$ cat config.mk
export PLATFORM = sky130hd
export DESIGN_NAME = pc_fetch
export DESIGN_NICKNAME = d
export VERILOG_FILES = /design/src/rtl/pc_fetch.sv
export SDC_FILE = /design/constraint.sdc
export NUM_CORES = 1
export LEC_CHECK = 0
export CAP_MARGIN = 40
export CORE_MARGIN = 10
export CORE_UTILIZATION = 42
export CTS_CLUSTER_DIAMETER = 80
export DETAILED_ROUTE_END_ITERATION = 12
export PLACE_DENSITY = 0.81
export SLEW_MARGIN = 15
export SYNTH_ARGS = -nofsm -noshare
export SYNTH_HDL_FRONTEND = slang
export SYNTH_SLANG_ARGS = --single-unit
$ cat constraint.sdc
create_clock -name i_clk -period 4.28 [get_ports i_clk]
set_input_delay 0.642 -clock i_clk [delete_from_list [all_inputs] [get_ports i_clk]]
set_output_delay 0.642 -clock i_clk [all_outputs]
set_load 0.005 [all_outputs]
$ cat src/rtl/pc_fetch.sv
// Instruction fetch unit: one outstanding fetch, holds the returned word until
// downstream consumes it, then computes the next PC from jump/branch controls.
module pc_fetch #(
  parameter logic [31:0] RESET_PC = 32'h0000_0000
) (
  input  logic        i_clk,
  input  logic        i_rst_n,
  output logic        o_imem_req,
  output logic [31:0] o_imem_addr,
  input  logic        i_imem_valid,
  input  logic [31:0] i_imem_rdata,
  output logic [31:0] o_instr,
  output logic [5:0]  o_opcode,
  output logic        o_instr_valid,
  input  logic        i_stall,
  input  logic        i_branch_beq,
  input  logic        i_branch_bne,
  input  logic        i_jump,
  input  logic        i_zero,
  output logic [31:0] o_pc,
  output logic        o_illegal,
  output logic [15:0] o_issue_count
);

  localparam int unsigned XLEN  = 32;
  localparam int unsigned CNT_W = 16;
  localparam int unsigned OP_W  = 6;

  localparam logic [XLEN-1:0] RESET_PC_ALIGNED = {RESET_PC[XLEN-1:2], 2'b00};

  typedef enum logic {
    FETCH = 1'b0,
    ISSUE = 1'b1
  } state_t;

  state_t state_q, state_d;

  logic [XLEN-1:0]  pc_q, pc_d;
  logic [XLEN-1:0]  instr_q, instr_d;
  logic [CNT_W-1:0] cnt_q, cnt_d;
  logic             req_q, req_d;
  logic             vld_q, vld_d;
  logic             ill_q, ill_d;

  logic [XLEN-1:0]  pc4;
  logic [XLEN-1:0]  br_off;
  logic [XLEN-1:0]  next_pc;
  logic [OP_W-1:0]  opcode;
  logic             opcode_legal;
  logic             br_taken;

  assign opcode = instr_q[31:26];

  // Opcode legality and next-PC selection for the held instruction
  always_comb begin
    opcode_legal = 1'b0;
    case (opcode)
      6'b000000, 6'b100011, 6'b101011, 6'b000100, 6'b000101, 6'b001000,
      6'b001010, 6'b001100, 6'b001101, 6'b001110, 6'b000010:
        opcode_legal = 1'b1;
      default: opcode_legal = 1'b0;
    endcase

    pc4      = XLEN'(pc_q + 32'd4);
    br_off   = {{14{instr_q[15]}}, instr_q[15:0], 2'b00};
    br_taken = (i_branch_beq & i_zero) | (i_branch_bne & ~i_zero);
    next_pc  = pc4;
    if (opcode_legal) begin
      if (i_jump) begin
        next_pc = {pc4[31:28], instr_q[25:0], 2'b00};
      end else if (br_taken) begin
        next_pc = XLEN'(pc4 + br_off);
      end
    end
  end

  // Next-state and next-register logic
  always_comb begin
    state_d = state_q;
    pc_d    = pc_q;
    instr_d = instr_q;
    cnt_d   = cnt_q;
    req_d   = req_q;
    vld_d   = vld_q;
    ill_d   = 1'b0;

    case (state_q)
      FETCH: begin
        req_d = 1'b1;
        // Only a response to our own live request is accepted
        if (req_q && i_imem_valid) begin
          instr_d = i_imem_rdata;
          vld_d   = 1'b1;
          req_d   = 1'b0;
          state_d = ISSUE;
        end
      end
      ISSUE: begin
        req_d = 1'b0;
        if (!i_stall) begin
          pc_d    = next_pc;
          cnt_d   = CNT_W'(cnt_q + 16'd1);
          ill_d   = ~opcode_legal;
          vld_d   = 1'b0;
          req_d   = 1'b1;
          state_d = FETCH;
        end
      end
    endcase
  end

  // State and output registers
  always_ff @(posedge i_clk or negedge i_rst_n) begin
    if (!i_rst_n) begin
      state_q <= FETCH;
      pc_q    <= RESET_PC_ALIGNED;
      instr_q <= '0;
      cnt_q   <= '0;
      req_q   <= 1'b0;
      vld_q   <= 1'b0;
      ill_q   <= 1'b0;
    end else begin
      state_q <= state_d;
      pc_q    <= pc_d;
      instr_q <= instr_d;
      cnt_q   <= cnt_d;
      req_q   <= req_d;
      vld_q   <= vld_d;
      ill_q   <= ill_d;
    end
  end

  assign o_imem_req    = req_q;
  assign o_imem_addr   = pc_q;
  assign o_pc          = pc_q;
  assign o_instr       = instr_q;
  assign o_opcode      = opcode;
  assign o_instr_valid = vld_q;
  assign o_illegal     = ill_q;
  assign o_issue_count = cnt_q;

endmodule

---- Word-level counts from Yosys, hierarchy flattened ----
Cells that the tools add are included.
storage, ports and cells
  flip-flop bits (word level) ............. 84
  bits in latches ......................... 0
  memory bits (writable) .................. 0
  memory bits (read-only) ................. 0
  output and inout bits ................... 121
  logic and storage cells ................. 50
  memories kept ........................... 0
cells by class
  add/subtract/negate cells ............... 3
  $mul .................................... 0
  divide/modulo/power cells ............... 0
  magnitude comparators ................... 0
  eq/ne operators ......................... 12
  shift operators ......................... 0
  mux-type cells .......................... 15
  bitwise operators ....................... 7
  reductions and logical operators ........ 6
operators with widths
  kind                   number
  $mux 32                3
  $add 32x3->32 const B  1
  $add 32x32->32         1
  $eq 6x4->1 const B     5
  $add 16x1->16 const B  1
  $eq 6x3->1 const B     2
  $eq 6x6->1 const B     2
  $reduce_or 11->1       1
  $mux 1                 9
  $eq 6x2->1 const B     1
  $logic_not 6->1        1
  $pmux 1 s2             3
  $reduce_and 2->1       3
  $ne 2x2->1 const B     2
  $not 1->1              4
  $and 1x1->1            2
  $logic_and 1x1->1      1
  $or 1x1->1             1

---- Longest topological paths before layout ----
  depth in word-level cells ............... 6
  depth in mapped cells ................... 17

---- Least setup slack after synthesis ----
OpenSTA, ideal clock, no wires.
  path type ............................... register to register
  start point ............................. register pc_q[8], in the netlist o_imem_addr[8]
  end point ............................... register pc_q[29], in the netlist o_imem_addr[29]
  setup time .............................. 119 ps
  arrival ................................. 3367 ps
  setup slack ............................. 794 ps
  cell stages (with the launch flop) ...... 18
  path buffers ............................ 2
  period minus slack after synthesis ...... 3486 ps
  cells stage by stage .................... dfrtp_1 > clkbuf_2 > and4_1 > nand4_1 > nor2_1 > nand3_1 > xnor2_1 > ha_1 > clkbuf_8 > a21o_1 > a21o_1 > a211oi_1 > nand4_1 > and2_1 > a41oi_1 > mux2i_1 > o21ai_0 > o21a_1
between the ends
  word-level cells in the longest chain between the ends .. 5
RTL lines
  element                   line  RTL
  start: declaration        38    logic [XLEN-1:0] pc_q, pc_d;
  start signal: assignment  124   pc_q <= pc_d;
  $add 32x3->32 *           64    pc4 = XLEN'(pc_q + 32'd4);
  $add 32x32->32            72    next_pc = XLEN'(pc4 + br_off);
  $mux 32                   71    end else if (br_taken) begin
  $mux 32                   69    if (i_jump) begin
  $mux 32 *                 68    if (opcode_legal) begin
Every way passes the cells marked *; elsewhere a longest branch is shown, timed or not.
A chain may end at the register's enable or synchronous reset.

---- Worst setup path in the final report ----
  start point ............................. register pc_q[4], in the netlist o_imem_addr[4]
  end point ............................... register pc_q[29], in the netlist o_imem_addr[29]
The elaborated chain is that of the path after synthesis.

==> impl_metrics.yaml <==
global_routing:
  global_route.peak_usage_layer: "met2"
  use_met1_pct: 24.2
  grt_pass1_wl_um: 31800
  use_met3_pct: 5.74
  global_route.usage.met2_pct: 31.3
  grt_max_degree: 54
  gr_usage_total_pct: 19.3
  via_count_of_the_first_global_routing_pass: 5874
  number_of_antenna_violations_at_the_first_check_in_global_routing: 0
  globalRouteOverflowTotal: 0
clocking:
  ctsHtreeMaxLevel: 3
  cts_inserted_buffers: 9
  cts_root_buffer: "clkbuf_16"
  clk_latency_ns: 0.36
  clkTransAtPathRegs_ns: 0.06
  post_cts_hold_buffer_count: 0
  cts-root-to-sink-buffers: 2
  tritoncts_clock_tree: "built"
  cts_num_sinks: 82
routing:
  drcViolationCount: 0
  antenna_violating_nets_post_route: 0
  num_vias: 5784
  total_wire_length_um: 19700
  dr_wl_cell_um: 19.7
  number_of_vias_per_cell_after_detailed_routing: 5.77
  first_iteration_detailed_routing_drc_count: 451
  drt_pre_antenna_iters: 5
setup_path:
  critPathCaptureType: "flop"
  critical_path_depth: 15
  reg2reg_depth: 15
  critical_path.cell_chain: "and4_1 -> nand3_1 -> nor3_2 -> and3_1 -> and3_1 -> xor2_1 -> ha_1 -> a21o_1 -> a211oi_1 -> nand4_1 -> and2_1 -> a41oi_1 -> mux2i_1 -> o21ai_0 -> o21a_1"
  worst_setup_path_start_kind: "flop"
  worst-r2r-setup-slack_ns: 0.37
  ws_path_type: "flop to flop"
  cp_data_required_time_ns: 4.53
  crit_path_max_incr_delay_ns: 0.48
  path_buf_inv: 0
  crit_family: "simple AND/OR/NAND/NOR gates"
  worst-path-max-fanout: 8
  max_stage_delay_cell_worst_path: "dfrtp_1"
  critical_path.most_common_cell: "and3_1"
  cp_data_arrival_time_ns: 4.16
floorplan:
  die_h_um: 142
  initial_core_util_pct: 42.9
  fp.dieW_um: 142
  die-area_mm2: 0.0201
  row_count: 44
  core_region_area_mm2: 0.0145
  boundaryPins: 161
power:
  static-leakage-power_nw: 3.40
  power.density_cell_area_mw_per_mm2: 875
  irDropWorstVdd_mv: 0.412
hold_path:
  timing.hold.worst.class: "input pin to asynchronous set/reset pin"
sta:
  timing.final.max_slew_violations: 0
  hold_viol: 0
  report.final.setup_viol: 0
  worstMarginPinSlew_ns: 0.559
  worst_clock_skew_ns: 0.0102
  final.min_clock_period_ns: 3.91
  slew-limit-headroom_pct: 61.6
  timing.final.crit_share_pct: 91.4
  unrepaired_setup_endpoints_after_global_routing: "false"
  fmax_mhz: 256
  hold_ws_ns: 0.218
  finalSetupTns_ns: 0
job:
  max_cap_viol_count: 0
synthesis:
  synth.lib_cells_used.distinct: 66
  synthesis.area_per_instance_um2: 9.10
  synthArstFlopShare_pct: 100
  yosysSeqAreaShare_pct: 32.9
  synthesis.instances: 686
  synth_flop_cell: "dfrtp_1"
  synth_edf_count: 0
  synth_top_cells_by_area: "dfrtp_1 (33%), ha_1 (7.6%), xnor2_1 (6.0%)"
  yosysTopAreaCell: "dfrtp_1"
  post-synth-top-area-fraction_pct: 32.9
  total_number_of_yosys_warnings: 0
  area_of_the_mapped_netlist_mm2: 0.00624
  synth-seq-cells: 82
placement:
  port_buffers: 156
  dpl_cell_area_mm2: 0.00777
  dp_hpwl_um: 15100
  routabilityCongestion: 0.929
cells_and_area:
  post_route_cells_drive_above_1_share_pct: 10.5
  layout.nets: 892
  n_antenna_cell: 0
  synthToLayoutAreaGrowth_pct: 29.8
  fill_cells: 1295
  design_area_mm2: 0.00810
outcome:
  run_status: "completed"
## worst paths after layout
kind	from	to
setup / recovery	o_imem_addr[4]	o_imem_addr[29]
hold / removal	i_rst_n	o_instr[7]
max in group asynchronous	i_rst_n	o_imem_addr[28]
hold reg to reg	o_issue_count[12]	o_issue_count[12]
setup reg to reg	o_imem_addr[4]	o_imem_addr[29]
min in group i_clk	o_issue_count[12]	o_issue_count[12]
## power by group
part | leakage [nW] | switching (mW) | internal, mW
logic | 2.23 | 2.30 | 2.31
clock network | 0.160 | 0.342 | 0.516
registers | 1.01 | 0.523 | 1.10
total | 3.40 | 3.16 | 3.92
## kinds of logic after synthesis
group                    Yosys count  synth area share, %
adder cells (fa/ha/maj)           39                 7.94
buffers and inverters             77                 7.94
AO/OA/AOI/OAI                    171                 18.7
other                              1               0.0601
AND/OR/NAND/NOR                  213                 16.5
multiplexers                      39                 6.98
flip-flops                        82                 32.9
XOR/XNOR                          64                 8.98
## layer usage
layer	share of wire (%)	wire, um
met5	0	0
met4	2.1	422
met3	9.7	1920
met2	47	9330
met1	41	8060
## cells in the final DEF, fill, tap and decap left out, types with 4 or more instances in the layout
master	n
a21o_1	10
a21oi_1	44
a221oi_1	13
a222oi_1	7
a22oi_1	6
and2_1	5
and3_1	9
and4_1	7
buf_4	19
clkbuf_16	9
clkdlybuf4s50_1	155
conb_1	4
dfrtp_1	82
ha_1	38
inv_1	14
mux2_2	32
mux2i_1	6
nand2_1	69
nand3_1	29
nand4_1	20
nor2_1	45
nor2b_1	4
nor3_1	12
o21a_1	4
o21ai_0	42
o21bai_1	7
o221ai_1	4
xnor2_1	43
xor2_1	21
## Yosys cell counts (all sizes together), types with 2 or more instances
cell type	number
mux2	33
and2	6
or3	2
o31ai	2
a22oi	6
nand4	21
o21a	4
a222oi	7
o221ai	4
nand2b	2
a21oi	46
xnor2	43
o22ai	3
dfrtp	82
a221oi	13
nand3	29
nor2b	4
o311ai	3
clkbuf	19
ha	38
o21bai	7
nand2	69
and4	7
o211ai	3
a21o	13
buf	44
mux2i	6
a31oi	4
o21ai	45
xor2	21
a211oi	2
and3	10
nor2	46
inv	14
nor3	13
## flip-flops by register name, summed over array words and instances, names as in the netlist
register	flops
o_instr	32
o_imem_addr	30
o_issue_count	16
o_illegal	1
o_imem_req	1
o_instr_valid	1
state_q	1
## area by class of cell
class / instances / area, um2 / area share, %
inverter: 14 / 52.6 / 0.649
multi-input combinational: 530 / 3710 / 45.8
timing repair buffer: 176 / 1730 / 21.4
tap: 184 / 230 / 2.84
clock buffer: 9 / 225 / 2.78
clock inverter: 7 / 100 / 1.24
sequential: 82 / 2050 / 25.3
## through the flow
stage,setup slack [ns],instances,total power [mW],util (%)
global placement,0.515,981,6.06,53.0
floorplan,0.794,689,4.53,-
global route,0.0475,1002,7.62,55.7
finish,0.367,1002,7.09,55.7
CTS,0.360,1002,7.06,55.7
detailed placement,0.412,986,6.14,53.5
## repair_timing
| action | in CTS | in global routing |
|---|---|---|
| gates resized for setup | 0 | 1 |
| setup endpoints to repair | 0 | 1 |
| buffers inserted | 0 | 0 |
Note: power is estimated with default switching activity, not from simulation.
